File: config.mk
export PLATFORM = sky130hd
export DESIGN_NAME = pkt_rx_sink
export DESIGN_NICKNAME = d
export VERILOG_FILES = /design/src/rtl/pkt_rx_sink.sv
export SDC_FILE = /design/constraint.sdc
export NUM_CORES = 1
export LEC_CHECK = 0
export ABC_AREA = 0
export CORE_AREA = 5 5 241 243
export DETAILED_ROUTE_END_ITERATION = 7
export DIE_AREA = 0 0 246 248
export SLEW_MARGIN = 20
export SYNTH_ARGS = -nofsm -noshare
export SYNTH_HDL_FRONTEND = slang
export SYNTH_SLANG_ARGS = --single-unit
File: constraint.sdc
create_clock -name clk -period 7.1 [get_ports clk]
set_input_delay 1.42 -clock clk [delete_from_list [all_inputs] [get_ports clk]]
set_output_delay 1.42 -clock clk [all_outputs]
set_load 0.02 [all_outputs]
File: src/rtl/pkt_rx_sink.sv
// NoC ejection endpoint: per-VC flit buffering, credit return, and packet
// reassembly into descriptors on a valid/ready port, with sticky error flags.
package router_pkg;
    localparam int NUM_VCS        = 2;
    localparam int CREDITS_PER_VC = 4;
    localparam int VC_W           = (NUM_VCS > 1) ? $clog2(NUM_VCS) : 1;
    localparam int XY_W           = 4;
    localparam int ID_W           = 8;
    localparam int PAY_W          = 16;

    typedef enum logic [2:0] {
        FT_I  = 3'd0,
        FT_H  = 3'd1,
        FT_B  = 3'd2,
        FT_T  = 3'd3,
        FT_HT = 3'd4
    } ftype_t;

    typedef struct packed {
        ftype_t            ftype;
        logic [VC_W-1:0]   fvcid;
        logic [XY_W-1:0]   dstx;
        logic [XY_W-1:0]   dsty;
        logic [XY_W-1:0]   srcx;
        logic [XY_W-1:0]   srcy;
        logic [ID_W-1:0]   pkt_id;
    } head_t;

    typedef struct packed {
        head_t             head;
        logic [PAY_W-1:0]  payload;
    } channel_t;
endpackage

module pkt_rx_sink
    import router_pkg::*;
#(
    parameter int unsigned sx = 0,
    parameter int unsigned sy = 0
) (
    input  logic                clk,
    input  logic                arst_n,
    input  channel_t            flit_from_noc,
    output logic [NUM_VCS-1:0]  credits_to_noc,
    output logic                rx_pkt_valid,
    input  logic                rx_pkt_ready,
    output logic [XY_W-1:0]     rx_pkt_srcx,
    output logic [XY_W-1:0]     rx_pkt_srcy,
    output logic [ID_W-1:0]     rx_pkt_id,
    output logic [15:0]         rx_pkt_flits,
    output logic [VC_W-1:0]     rx_pkt_vcid,
    output logic [31:0]         pkts_rcvd,
    output logic                err_overflow,
    output logic                err_dst,
    output logic                err_seq
);
    localparam int PTR_W = (CREDITS_PER_VC > 1) ? $clog2(CREDITS_PER_VC) : 1;
    localparam int CNT_W = $clog2(CREDITS_PER_VC + 1);

    typedef enum logic {ST_IDLE, ST_IN_PKT} rx_state_t;

    channel_t          mem      [NUM_VCS][CREDITS_PER_VC];
    logic [PTR_W-1:0]  wr_ptr   [NUM_VCS];
    logic [PTR_W-1:0]  rd_ptr   [NUM_VCS];
    logic [CNT_W-1:0]  count    [NUM_VCS];
    rx_state_t         state    [NUM_VCS];
    logic [XY_W-1:0]   lat_srcx [NUM_VCS];
    logic [XY_W-1:0]   lat_srcy [NUM_VCS];
    logic [ID_W-1:0]   lat_id   [NUM_VCS];
    logic [15:0]       idx      [NUM_VCS];
    logic [VC_W-1:0]   rr_ptr;

    logic [NUM_VCS-1:0] wr_en, full, elig;
    logic               slot_free, overflow_p0;
    logic               pop_vld_p0;
    logic [VC_W-1:0]    pop_vc_p0, cand;
    channel_t           pop_flit_p0;
    ftype_t             hd_type;

    logic               emit_p0, latch_hdr_p0, seq_err_p0, dst_err_p0;
    rx_state_t          nxt_state_p0;
    logic [15:0]        nxt_idx_p0, e_flits_p0;
    logic [XY_W-1:0]    e_srcx_p0, e_srcy_p0;
    logic [ID_W-1:0]    e_id_p0;

    function automatic logic [PTR_W-1:0] ptr_inc(input logic [PTR_W-1:0] p);
        return (p == PTR_W'(CREDITS_PER_VC - 1)) ? '0 : p + 1'b1;
    endfunction

    function automatic logic [VC_W-1:0] vc_inc(input logic [VC_W-1:0] c);
        return (c == VC_W'(NUM_VCS - 1)) ? '0 : c + 1'b1;
    endfunction

    // Fullness is judged on the pre-pop count, so a write racing a pop on a full FIFO still overflows
    always_comb begin
        slot_free   = !rx_pkt_valid || rx_pkt_ready;
        hd_type     = FT_I;
        wr_en       = '0;
        full        = '0;
        elig        = '0;
        for (int v = 0; v < NUM_VCS; v++) begin
            full[v]  = (count[v] == CNT_W'(CREDITS_PER_VC));
            wr_en[v] = (flit_from_noc.head.ftype != FT_I) &&
                       (flit_from_noc.head.fvcid == VC_W'(v)) && !full[v];
            hd_type  = mem[v][rd_ptr[v]].head.ftype;
            elig[v]  = (count[v] != '0) &&
                       (!(hd_type == FT_T || hd_type == FT_HT) || slot_free);
        end
        overflow_p0 = (flit_from_noc.head.ftype != FT_I) && full[flit_from_noc.head.fvcid];

        pop_vld_p0 = 1'b0;
        pop_vc_p0  = rr_ptr;
        cand       = rr_ptr;
        for (int i = 0; i < NUM_VCS; i++) begin
            if (!pop_vld_p0 && elig[cand]) begin
                pop_vld_p0 = 1'b1;
                pop_vc_p0  = cand;
            end
            cand = vc_inc(cand);
        end
        pop_flit_p0 = mem[pop_vc_p0][rd_ptr[pop_vc_p0]];
    end

    always_comb begin
        emit_p0      = 1'b0;
        latch_hdr_p0 = 1'b0;
        seq_err_p0   = 1'b0;
        dst_err_p0   = 1'b0;
        nxt_state_p0 = state[pop_vc_p0];
        nxt_idx_p0   = idx[pop_vc_p0];
        e_flits_p0   = 16'd1;
        e_srcx_p0    = pop_flit_p0.head.srcx;
        e_srcy_p0    = pop_flit_p0.head.srcy;
        e_id_p0      = pop_flit_p0.head.pkt_id;
        if (pop_vld_p0) begin
            unique case (pop_flit_p0.head.ftype)
                FT_H, FT_HT: begin
                    seq_err_p0 = (state[pop_vc_p0] == ST_IN_PKT) || (pop_flit_p0.payload != '0);
                    dst_err_p0 = (pop_flit_p0.head.dstx != XY_W'(sx)) ||
                                 (pop_flit_p0.head.dsty != XY_W'(sy));
                    if (pop_flit_p0.head.ftype == FT_H) begin
                        latch_hdr_p0 = 1'b1;
                        nxt_state_p0 = ST_IN_PKT;
                        nxt_idx_p0   = 16'd1;
                    end else begin
                        emit_p0      = 1'b1;
                        nxt_state_p0 = ST_IDLE;
                    end
                end
                FT_B, FT_T: begin
                    if (state[pop_vc_p0] == ST_IN_PKT) begin
                        seq_err_p0 = (pop_flit_p0.payload != idx[pop_vc_p0]);
                        nxt_idx_p0 = idx[pop_vc_p0] + 16'd1;
                        if (pop_flit_p0.head.ftype == FT_T) begin
                            emit_p0      = 1'b1;
                            e_flits_p0   = idx[pop_vc_p0] + 16'd1;
                            e_srcx_p0    = lat_srcx[pop_vc_p0];
                            e_srcy_p0    = lat_srcy[pop_vc_p0];
                            e_id_p0      = lat_id[pop_vc_p0];
                            nxt_state_p0 = ST_IDLE;
                        end
                    end else begin
                        seq_err_p0 = 1'b1;
                    end
                end
                default: seq_err_p0 = 1'b1;
            endcase
        end
    end

    always_ff @(posedge clk) begin
        for (int v = 0; v < NUM_VCS; v++)
            if (wr_en[v]) mem[v][wr_ptr[v]] <= flit_from_noc;
    end

    // Stage boundary: pop decision -> registered credit, descriptor and flags
    always_ff @(posedge clk or negedge arst_n) begin
        if (!arst_n) begin
            for (int v = 0; v < NUM_VCS; v++) begin
                wr_ptr[v]   <= '0;
                rd_ptr[v]   <= '0;
                count[v]    <= '0;
                state[v]    <= ST_IDLE;
                lat_srcx[v] <= '0;
                lat_srcy[v] <= '0;
                lat_id[v]   <= '0;
                idx[v]      <= '0;
            end
            rr_ptr         <= '0;
            credits_to_noc <= '0;
            rx_pkt_valid   <= 1'b0;
            rx_pkt_srcx    <= '0;
            rx_pkt_srcy    <= '0;
            rx_pkt_id      <= '0;
            rx_pkt_flits   <= '0;
            rx_pkt_vcid    <= '0;
            pkts_rcvd      <= '0;
            err_overflow   <= 1'b0;
            err_dst        <= 1'b0;
            err_seq        <= 1'b0;
        end else begin
            for (int v = 0; v < NUM_VCS; v++) begin
                if (wr_en[v]) wr_ptr[v] <= ptr_inc(wr_ptr[v]);
                if (pop_vld_p0 && pop_vc_p0 == VC_W'(v)) rd_ptr[v] <= ptr_inc(rd_ptr[v]);
                count[v] <= count[v] + CNT_W'(wr_en[v])
                            - CNT_W'(pop_vld_p0 && pop_vc_p0 == VC_W'(v));
                credits_to_noc[v] <= pop_vld_p0 && (pop_vc_p0 == VC_W'(v));
            end
            if (pop_vld_p0) begin
                rr_ptr           <= vc_inc(pop_vc_p0);
                state[pop_vc_p0] <= nxt_state_p0;
                idx[pop_vc_p0]   <= nxt_idx_p0;
                if (latch_hdr_p0) begin
                    lat_srcx[pop_vc_p0] <= pop_flit_p0.head.srcx;
                    lat_srcy[pop_vc_p0] <= pop_flit_p0.head.srcy;
                    lat_id[pop_vc_p0]   <= pop_flit_p0.head.pkt_id;
                end
            end
            err_overflow <= err_overflow | overflow_p0;
            err_dst      <= err_dst | dst_err_p0;
            err_seq      <= err_seq | seq_err_p0;
            if (emit_p0) begin
                rx_pkt_valid <= 1'b1;
                rx_pkt_srcx  <= e_srcx_p0;
                rx_pkt_srcy  <= e_srcy_p0;
                rx_pkt_id    <= e_id_p0;
                rx_pkt_flits <= e_flits_p0;
                rx_pkt_vcid  <= pop_flit_p0.head.fvcid;
                pkts_rcvd    <= pkts_rcvd + 32'd1;
            end else if (rx_pkt_ready) begin
                rx_pkt_valid <= 1'b0;
            end
        end
    end
endmodule

**After elaboration in Yosys (flattened, before gate mapping)**

Memories as Yosys holds them, arrays and structs flattened.
Cells that the tools add are included.

- Bitwise logic cells: 11
- Order comparisons: 12
- Reductions and logical operators: 37
- Add/subtract/negate cells: 12
- Muxes and demuxes: 105
- Equality and inequality tests: 15

Operator list:

| cell | number |
|---|---|
| $mux 176 | 4 |
| $mux 44 | 8 |
| $bmux 44 s2 | 3 |
| $demux 44 s2 | 2 |
| $mux 16 | 11 |
| $reduce_or 176->1 | 1 |
| $mux 8 | 8 |
| $mux 4 | 15 |
| $mux 1 | 34 |
| $add 32x1->32 const B | 1 |
| $bwmux 32 | 1 |
| $pmux 16 s2 | 1 |
| $add 16x1->16 const B | 1 |
| $bwmux 16 | 1 |
| $bwmux 8 | 2 |
| $demux 16 s1 | 1 |
| $ne 16x16->1 | 1 |
| $reduce_bool 16->1 | 1 |
| $eq 3x3->1 const B | 5 |
| $ge 3x3->1 const B | 5 |
| $not 2->3 | 5 |
| $mux 2 | 7 |
| $logic_and 1x1->1 | 13 |
| $eq 3x2->1 const B | 4 |
| other kinds (25) | 57 |

- Output and inout bits: 71
- Input bits: 47
- Logic and storage cells: 221
- Memories kept: 1
- RAM bits: 352
- Bits in registers: 152

Memories:

| memory | words | bits a word | read ports | clocked after Yosys merged registers in | wr ports | line | text |
|---|---|---|---|---|---|---|---|
| mem | 2 | 176 | 3 | 0 | 1 | 62 | `channel_t mem [NUM_VCS][CREDITS_PER_VC];` |

**Logic depth before layout (Yosys ltp)**

Gate-level depths: netlist of the first run.

- Depth in word-level cells: 29
- Depth in mapped cells: 22
- Depth with buffers taken out: 14

**Worst setup path after synthesis of the first run**

No wires, ideal clock.

- Path kind: input -> register
- From: input rx_pkt_ready
- To: register idx[26] in the netlist's numbering
- Cell stages on the path: 20
- Slack: 1.485 ns
- Arrival: 5.491 ns
- Required time: 6.975 ns
- Path through: nand2b_1 -> nor4b_2 -> o31ai_2 -> a21oi_4 -> buf_6 -> buf_8 -> buf_6 -> buf_2 -> buf_2 -> buf_2 -> mux2i_1 -> inv_1 -> ha_1 -> o211ai_1 -> nor4_4 -> nand2_2 -> or4_1 -> a211oi_1 -> o22ai_1 -> mux2_2

- Cells in the longest elaborated chain, start to end: 22
- Elaborated cells on any way between the ends: 46
- Those cells by class: add/sub: 1; order compare: 2; eq/ne: 4; mux: 26; bitwise: 2; reduce/logical: 10; memory: 1

RTL lines:

| what | line | text |
|---|---|---|
| start: declaration | 46 | `input logic rx_pkt_ready,` |
| $logic_or 1x1->1 * | 96 | `slot_free = !rx_pkt_valid \|\| rx_pkt_ready;` |
| parallel branches: the longest is 21 deep, another holds $mux 16 | - |  |
| end signal: indexed assignment | 212 | `idx[pop_vc_p0] <= nxt_idx_p0;` |
| end: declaration | 70 | `logic [15:0] idx [NUM_VCS];` |

Mark *: on every way between the ends. The select of a mux whose other input is x is not followed.
A chain may end at the register's enable or synchronous reset.

**Worst setup path after layout of the first run**

- From: input rx_pkt_ready
- To: register err_seq

- Cells in the longest elaborated chain, start to end: 22
- Elaborated cells on any way between the ends: 42
- Those cells by class: eq/ne: 5; mux: 22; bitwise: 3; reduce/logical: 11; memory: 1

RTL lines:

| what | line | text |
|---|---|---|
| $logic_or 1x1->1 * | 96 |  |
| $logic_or 1x1->1 | 107 | `(!(hd_type == FT_T \|\| hd_type == FT_HT) \|\| slot_free);` |
| $logic_and 1x1->1 | 106 | `elig[v] = (count[v] != '0) &&` |
| $mux 1 (not written as such) (2 in a row) | 115 | `if (!pop_vld_p0 && elig[cand]) begin` |
| $mux 1 | 115 |  |
| $logic_not 1->1 | 115 |  |
| $logic_and 1x1->1 | 115 |  |
| $mux 1 | 115 |  |
| [4 not listed] | - |  |
| $not 2->3 (not written as such) | 121 | `pop_flit_p0 = mem[pop_vc_p0][rd_ptr[pop_vc_p0]];` |
| $bmux 44 s2 | 121 |  |
| $mux 44 (not written as such) (2 in a row) | 121 |  |
| $ne 16x16->1, or another cell as far along | 152 | `seq_err_p0 = (pop_flit_p0.payload != idx[pop_vc_p0]);` |
| $mux 1, or another cell as far along | 151 | `if (state[pop_vc_p0] == ST_IN_PKT) begin` |
| $pmux 1 s2 | 136 | `unique case (pop_flit_p0.head.ftype)` |
| $mux 1 * | 135 | `if (pop_vld_p0) begin` |
| $or 1x1->1 * | 221 | `err_seq <= err_seq \| seq_err_p0;` |
| end signal: assignment | 221 |  |
| end: declaration | 55 | `output logic err_seq` |

Every way passes the cells marked *; elsewhere a longest branch is shown, timed or not. The select of a mux whose other input is x is not followed.

==> metrics.log, run 1 <==
[metrics] layer with the highest usage: met2
[metrics] area fraction in compound gates after synthesis: 9.62%
[metrics] worst reg2reg path depth: 13
[metrics] max-cap violations: 0
[metrics] worst clock skew on the final layout: 30.3 ps
[metrics] Comb pwr share: 49.2%
[metrics] worst-case headroom to the max-slew limit: 28.2%
[metrics] Worst R2R Start: rd_ptr[2]
[metrics] global-route wire length before repair: 85500 um
[metrics] routability congestion estimate: 0.863
[metrics] core outline area: 55700 um2
[metrics] Crit path arrival time: 6180 ps
[metrics] GR Layer Usage met2: 29.1%
[metrics] number of antenna violations at the first check in global routing: 4
[metrics] setup repair after global routing missed its margin: false
[metrics] outcome: finished, final reports clean
[metrics] Post-layout nets: 1920
[metrics] max incr delay on CP: 680 ps
[metrics] element type at the critical path start: primary input
[metrics] routed vias: 14500
[metrics] sequence of cells on the critical path: clkdlybuf4s50_1, nand2b_1, nor4b_1, nor3_2, buf_4, o211ai_1, o21ai_4, buf_12, o31ai_1, nand4_1, or3_1, a2111oi_0, a41o_1, a22oi_1
[metrics] remaining antenna violation count: 0
[metrics] start point of the worst min-delay path: pkts_rcvd[31]
[metrics] die outline area: 61000 um2
[metrics] reg2reg end: err_seq
[metrics] area after detailed placement: 24100 um2
[metrics] global-route usage over all layers: 18.0%
[metrics] Lkg Pwr: 9.56 nW
[metrics] switching share of power: 43.4%
[metrics] portion of the post-synthesis area used by sequential elements: 65.1%
[metrics] Max Clk Rate: 0.175 GHz
[metrics] detailed-route wire length per cell: 21.0 um
[metrics] Simple-Gate Fraction of Synth Area: 11.6%
[metrics] Final Critical Period: 5720 ps
[metrics] Main synth FF type: sky130_fd_sc_hd__edfxtp_1
[metrics] cell count after synthesis: 1736
[metrics] fraction of synthesized cell area in xor and xnor cells: 2.50%
[metrics] adder-cell share of the synthesized area: 1.22%
[metrics] Remaining DRCs: 0
[metrics] total number of H-tree levels: 2
[metrics] most frequent cells after synthesis: 352 x sky130_fd_sc_hd__edfxtp_1, 285 x sky130_fd_sc_hd__nand2_1, 152 x sky130_fd_sc_hd__dfrtp_1, 93 x sky130_fd_sc_hd__a21oi_1, 81 x sky130_fd_sc_hd__o21ai_0
[metrics] cell at the slowest stage of the critical path: sky130_fd_sc_hd__o211ai_1
[metrics] floorplan die height: 248 um
[metrics] met3 Track Usage GR: 3.89%
[metrics] Worst Hold Class: flip-flop to flip-flop
[metrics] synthesized area per cell: 12.7 um2
[metrics] Async S/R FF share, synth: 30.2%
[metrics] Worst EP required: 7560 ps
[metrics] mux cell area share after synthesis: 7.34%
[metrics] flip-flop and latch count after synthesis: 504
[metrics] cell type contributing the most total cell area after synthesis: sky130_fd_sc_hd__edfxtp_1
[metrics] Critical Path Sink Type: flip-flop
[metrics] Power Internal: 7.69 mW
[metrics] Worst Hold Path EP: pkts_rcvd[31]
[metrics] count of final max-slew check failures: 0
[metrics] maximum net fanout on the critical path: 75
[metrics] maximum clock path buffer count: 3
[metrics] number of top-level pins: 118
[metrics] Area contributors post-synth: sky130_fd_sc_hd__edfxtp_1 48%, sky130_fd_sc_hd__dfrtp_1 17%, sky130_fd_sc_hd__nand2_1 4.8%
[metrics] buffer cell driving the clock tree root: sky130_fd_sc_hd__clkbuf_16
[metrics] sum of negative setup slack: 0 ps
[metrics] depth of the worst hold-timing path: 1
[metrics] Non-Filler Cell Area, Final: 25900 um2
[metrics] Setup-failing EPs final: 0
[metrics] final core utilization: 46.5%
[metrics] unique cell type count in the Yosys netlist: 94
[metrics] Skew-Pair Late Insertion Delay: 620 ps
[metrics] starting utilization of the core area: 39.6%
[metrics] clock input transition at the sequential cells of the worst setup and hold paths: 60 ps
[metrics] post-synth design cell area: 22100 um2
[metrics] number of fillers in the final layout: 5009
[metrics] detailed-placement wirelength estimate: 35300 um
[metrics] hold buffer count at cts: 0
[metrics] net count after synthesis: 1801
[metrics] vias in the first global route: 14300
[metrics] Post-synth EDFFs: 352
[metrics] Port Buf Inserts: 117
[metrics] total number of yosys warnings: 0
[metrics] final number of hold-violating endpoints: 0
[metrics] largest family of logic cells by synthesized area: simple AND/OR/NAND/NOR gates
[metrics] share of the cycle needed by the critical path after routing: 80.6%
[metrics] number of iterations in the first detailed-routing pass: 5
[metrics] TritonCTS clock tree: yes
[metrics] slew of the pin with the lowest slew margin: 1070 ps
[metrics] post-CTS setup repair buffer count: 0
[metrics] fraction of final layout cells sized beyond drive strength 1: 11.6%
[metrics] Avg Vias per Cell: 5.46
[metrics] Cell Rows: 87
[metrics] pin count of the biggest net entering global routing: 88
[metrics] pwr/cell area: 524 nW/um2
[metrics] sum of overflow across all layers after global routing: 0
[metrics] number of buffers added by the clock tree synthesis step: 53
[metrics] fraction of synthesized cell area taken by the top area cell type: 47.9%
[metrics] synthesis-to-finish area growth: 17.3%
[metrics] global routing met1 resource utilization: 25.0%
[metrics] maximum vdd ir drop: 0.303 mV
[metrics] FF-to-FF setup slack: 1490 ps
[metrics] relative contribution of the clock network to total power: 20.4%
[metrics] NetSw: 5.89 mW
[metrics] top-count cell post-synth: sky130_fd_sc_hd__edfxtp_1
[metrics] startpoint-to-endpoint class of the critical path: primary input to flip-flop
[metrics] initial DRC count: 1290
[metrics] Num Clock Sinks: 504
[metrics] share of power burned in registers: 30.4%
[metrics] final wirelength: 55900 um
[metrics] Die Span X: 246 um
[metrics] post_cts resized: 0
-- how the worst max path moves through the flow --
stage,to,startpoint
CTS,err_seq,rx_pkt_ready
detailed placement,err_seq,rx_pkt_ready
global route,err_seq,rd_ptr[2]
finish,err_seq,rx_pkt_ready
floorplan,idx[26],rx_pkt_ready
global placement,err_seq,rx_pkt_ready
-- sequential cells by signal, summed over array words and instances, names as in the netlist, 6 cells and up --
register      count
rx_pkt_id         8
lat_srcx          8
pkts_rcvd        32
mem             352
rx_pkt_flits     16
count             6
lat_id           16
lat_srcy          8
idx              32
-- critical path, delay by kind of cell --
family,cells,cell delay (ps)
AOI/OAI and AO/OA,6,2390
buffers and inverters,3,920
and+or+nand+nor,5,1420
-- layout make-up --
class,instances,area (um2),area share [%]
inverters,35,131,0.507
multi-input cells,1104,7210,27.8
clock inverters,38,392,1.51
clock buffers,62,1370,5.29
repair buffers,157,1490,5.73
flip-flops and latches,504,14400,55.5
diodes,1,2.50,0.00966
well taps,756,946,3.65
-- logic make-up (layout without fill, tap and decap cells) --
kind of cell	count (synthesis)	count (layout)
muxes	145	145
AOI/OAI and AO/OA	325	325
adders and majority gates	21	21
DFF	504	504
other	0	1
and+or+nand+nor	550	550
xor gates and xnor gates	63	63
buffers and inverters	128	292
-- power by group through the flow --
stage / Combinational (mW) / Clock (mW) / Sequential, mW
after floorplan: 4.53 / 0 / 4.17
after global placement: 6.55 / 0 / 4.17
after detailed placement: 6.66 / 0 / 4.19
after CTS: 6.69 / 2.83 / 4.14
after global routing: 7.25 / 2.97 / 4.19
final: 6.68 / 2.76 / 4.13
-- routing by layer --
| metal | part of all wire, % | wire (um) | up-vias |
|---|---|---|---|
| met4 | 2.1 | 1150 | 4 |
| li1 | - | - | 6688 |
| met2 | 47 | 26000 | 477 |
| met3 | 7.2 | 4040 | 87 |
| met5 | 0.059 | 33 | - |
| met1 | 44 | 24600 | 7238 |
-- layout by cell type, fill, tap and decap left out, types with 16 or more instances in the layout --
master and instances:
sky130_fd_sc_hd__clkdlybuf4s50_1 116, sky130_fd_sc_hd__mux2i_1 68, sky130_fd_sc_hd__inv_1 35, sky130_fd_sc_hd__o21ai_0 80, sky130_fd_sc_hd__mux2_2 59, sky130_fd_sc_hd__clkbuf_16 53
sky130_fd_sc_hd__nand3_1 50, sky130_fd_sc_hd__ha_1 16, sky130_fd_sc_hd__nor4_1 30, sky130_fd_sc_hd__a21oi_1 91, sky130_fd_sc_hd__dfrtp_1 152, sky130_fd_sc_hd__xor2_1 22
sky130_fd_sc_hd__xnor2_1 41, sky130_fd_sc_hd__clkinv_1 18, sky130_fd_sc_hd__nor3_1 31, sky130_fd_sc_hd__nand4_1 16, sky130_fd_sc_hd__a22o_1 17, sky130_fd_sc_hd__nand2_1 285
sky130_fd_sc_hd__edfxtp_1 352, sky130_fd_sc_hd__a211oi_1 21, sky130_fd_sc_hd__nor2_1 62, sky130_fd_sc_hd__buf_4 39
-- through the flow --
| stage | total power [mW] | setup WS (ps) | cells | hold slack, ps |
|---|---|---|---|---|
| after global placement | 10.7 | 789 | 2556 | 457 |
| after CTS | 13.7 | 1470 | 2656 | 470 |
| after global routing | 14.4 | 1090 | 2656 | 492 |
| final | 13.6 | 1380 | 2657 | 462 |
| after floorplan | 8.70 | 1480 | 1736 | 450 |
| after detailed placement | 10.8 | 859 | 2556 | 458 |
Note: power is estimated with default switching activity, not from simulation.
==> run 2, diff against run 1 <==
==> constraint.sdc (replaced) <==
create_clock -name clk -period 5.85 [get_ports clk]
set_input_delay 1.17 -clock clk [delete_from_list [all_inputs] [get_ports clk]]
set_output_delay 1.17 -clock clk [all_outputs]
set_load 0.02 [all_outputs]
==> run 2 against run 1 <==
Compared with the run above:
- worst hold slack improved by 20 ps
- count of clock-buffer cells in the layout increased by 10
- clock power increased by 24%
- register-to-register slack got worse by 670 ps
- final area increased by 1.0%
- largest cell class unchanged
- largest power group unchanged
==> metrics.log, run 2 (synthesis results as in run 1) <==
[metrics] outcome: finished, final reports clean
[metrics] remaining antenna violation count: 0
[metrics] area occupied by multi-input gates: 7210 um2
[metrics] post_cts resized: 0
[metrics] Crit path arrival time: 5520 ps
[metrics] setup repair after global routing missed its margin: false
[metrics] maximum vdd ir drop: 0.387 mV
[metrics] count of final max-slew check failures: 0
[metrics] max incr delay on CP: 590 ps
[metrics] Lkg Pwr: 9.72 nW
[metrics] detailed-route wire length per cell: 21.1 um
[metrics] slew of the pin with the lowest slew margin: 959 ps
[metrics] global-route wire length before repair: 87500 um
[metrics] Die Span X: 246 um
[metrics] global-route usage over all layers: 18.4%
[metrics] routability congestion estimate: 0.868
[metrics] total number of H-tree levels: 2
[metrics] number of antenna violations at the first check in global routing: 4
[metrics] sum of overflow across all layers after global routing: 0
[metrics] sum of negative setup slack: 0 ps
[metrics] pin count of the biggest net entering global routing: 74
[metrics] startpoint-to-endpoint class of the critical path: primary input to flip-flop
[metrics] post-CTS setup repair buffer count: 0
[metrics] floorplan die height: 248 um
[metrics] Avg Vias per Cell: 5.46
[metrics] Comb pwr share: 50.1%
[metrics] Final Critical Period: 5030 ps
[metrics] reg2reg end: idx[15]
[metrics] final number of hold-violating endpoints: 0
[metrics] Setup-failing EPs final: 0
[metrics] maximum clock path buffer count: 3
[metrics] initial DRC count: 1149
[metrics] final core utilization: 47.0%
[metrics] die outline area: 61000 um2
[metrics] Max Clk Rate: 0.199 GHz
[metrics] cell at the slowest stage of the critical path: sky130_fd_sc_hd__a21oi_4
[metrics] Power Internal: 9.71 mW
[metrics] sequence of cells on the critical path: clkdlybuf4s50_1, nand2b_1, nor4b_1, or3_1, a21oi_4, buf_4, mux2i_1, or2_1, nor4_4, nand3_1, a211oi_1, o22ai_1, mux2_2
[metrics] Skew-Pair Late Insertion Delay: 600 ps
[metrics] Worst R2R Start: rd_ptr[2]
[metrics] Cell Rows: 87
[metrics] TritonCTS clock tree: yes
[metrics] relative contribution of the clock network to total power: 20.2%
[metrics] pwr/cell area: 645 nW/um2
[metrics] worst reg2reg path depth: 13
[metrics] worst setup path end: idx[15]
[metrics] max FFs per register: 352
[metrics] hold buffer count at cts: 0
[metrics] detailed-placement wirelength estimate: 36000 um
[metrics] clock input transition at the sequential cells of the worst setup and hold paths: 60 ps
[metrics] starting utilization of the core area: 39.6%
[metrics] switching share of power: 42.5%
[metrics] synthesis-to-finish area growth: 18.5%
[metrics] max-cap violations: 0
[metrics] vias in the first global route: 14400
[metrics] buffer cell driving the clock tree root: sky130_fd_sc_hd__clkbuf_16
[metrics] Port Buf Inserts: 117
[metrics] core outline area: 55700 um2
[metrics] worst clock skew on the final layout: 25.4 ps
[metrics] NetSw: 7.17 mW
[metrics] number of iterations in the first detailed-routing pass: 7
[metrics] element type at the critical path start: primary input
[metrics] Worst EP required: 6330 ps
[metrics] worst hold margin: 482 ps
[metrics] critical path startpoint: rx_pkt_ready
[metrics] most common cell after layout, fill and taps aside: sky130_fd_sc_hd__edfxtp_1
[metrics] share of power burned in registers: 29.7%
[metrics] Num Clock Sinks: 504
[metrics] commonest non-fill, non-tap cells in the layout: 352 x sky130_fd_sc_hd__edfxtp_1, 285 x sky130_fd_sc_hd__nand2_1, 152 x sky130_fd_sc_hd__dfrtp_1
[metrics] routed vias: 14700
[metrics] number of top-level pins: 118
[metrics] maximum net fanout on the critical path: 17
[metrics] Post-layout nets: 1946
[metrics] fraction of final layout cells sized beyond drive strength 1: 13.0%
[metrics] number of buffers added by the clock tree synthesis step: 52
[metrics] FF-to-FF setup slack: 820 ps
[metrics] Critical Path Sink Type: flip-flop
[metrics] final wirelength: 56600 um
[metrics] number of fillers in the final layout: 4924
[metrics] share of the cycle needed by the critical path after routing: 86.1%
[metrics] sequential cell area in the final layout: 14400 um2
[metrics] worst-case headroom to the max-slew limit: 36.0%
[metrics] Worst Hold Class: flip-flop to flip-flop
[metrics] Remaining DRCs: 0
run 2: final cells by class:
cell class,instances,area share [%]
multi-input cells,1104,27.6
inverters,35,0.502
well taps,756,3.61
clock buffers,72,5.53
repair buffers,184,6.59
flip-flops and latches,504,54.9
diodes,2,0.0191
clock inverters,26,1.27
run 2: power groups by stage:
stage	clock [mW]	sequential (mW)	combinational [mW]
3_3_place_gp	0	5.05	8.31
5_1_grt	3.63	5.08	9.22
2_1_floorplan	0	5.06	5.49
4_1_cts	3.48	5.01	8.47
6_report	3.41	5.01	8.46
3_5_place_dp	0	5.07	8.44
run 2: worst max-delay path, delay by kind of cell:
family | cells | cell delay (ps)
and+or+nand+nor | 6 | 1970
AOI/OAI and AO/OA | 3 | 1040
buffers and inverters | 2 | 770
muxes | 2 | 560
run 2: worst min-delay path by stage:
stage / start / end / slack, ps / cells after the start
final: err_overflow / err_overflow / 480 / 1
after global placement: pkts_rcvd[31] / pkts_rcvd[31] / 460 / 1
after global routing: err_overflow / err_overflow / 500 / 1
after detailed placement: err_overflow / err_overflow / 470 / 1
after CTS: err_overflow / err_overflow / 490 / 1
after floorplan: idx[11] / idx[11] / 450 / 2
run 2: metal layers:
metal / part of all wire (%) / track usage (%) / vias to the layer above
met5: 0.044 / 0 / -
met4: 2.0 / 4.50 / 4
met3: 5.8 / 3.41 / 76
met2: 47 / 29.6 / 428
met1: 45 / 26.1 / 7400
li1: - / - / 6747
run 2: per-stage QoR:
stage	cell area (um2)	power, mW	instances	worst slack [ps]
after floorplan	22100	10.6	1736	485
after global placement	24400	13.4	2583	285
after detailed placement	24400	13.5	2583	282
after CTS	26200	17.0	2681	891
after global routing	26200	17.9	2682	504
final	26200	16.9	2683	816
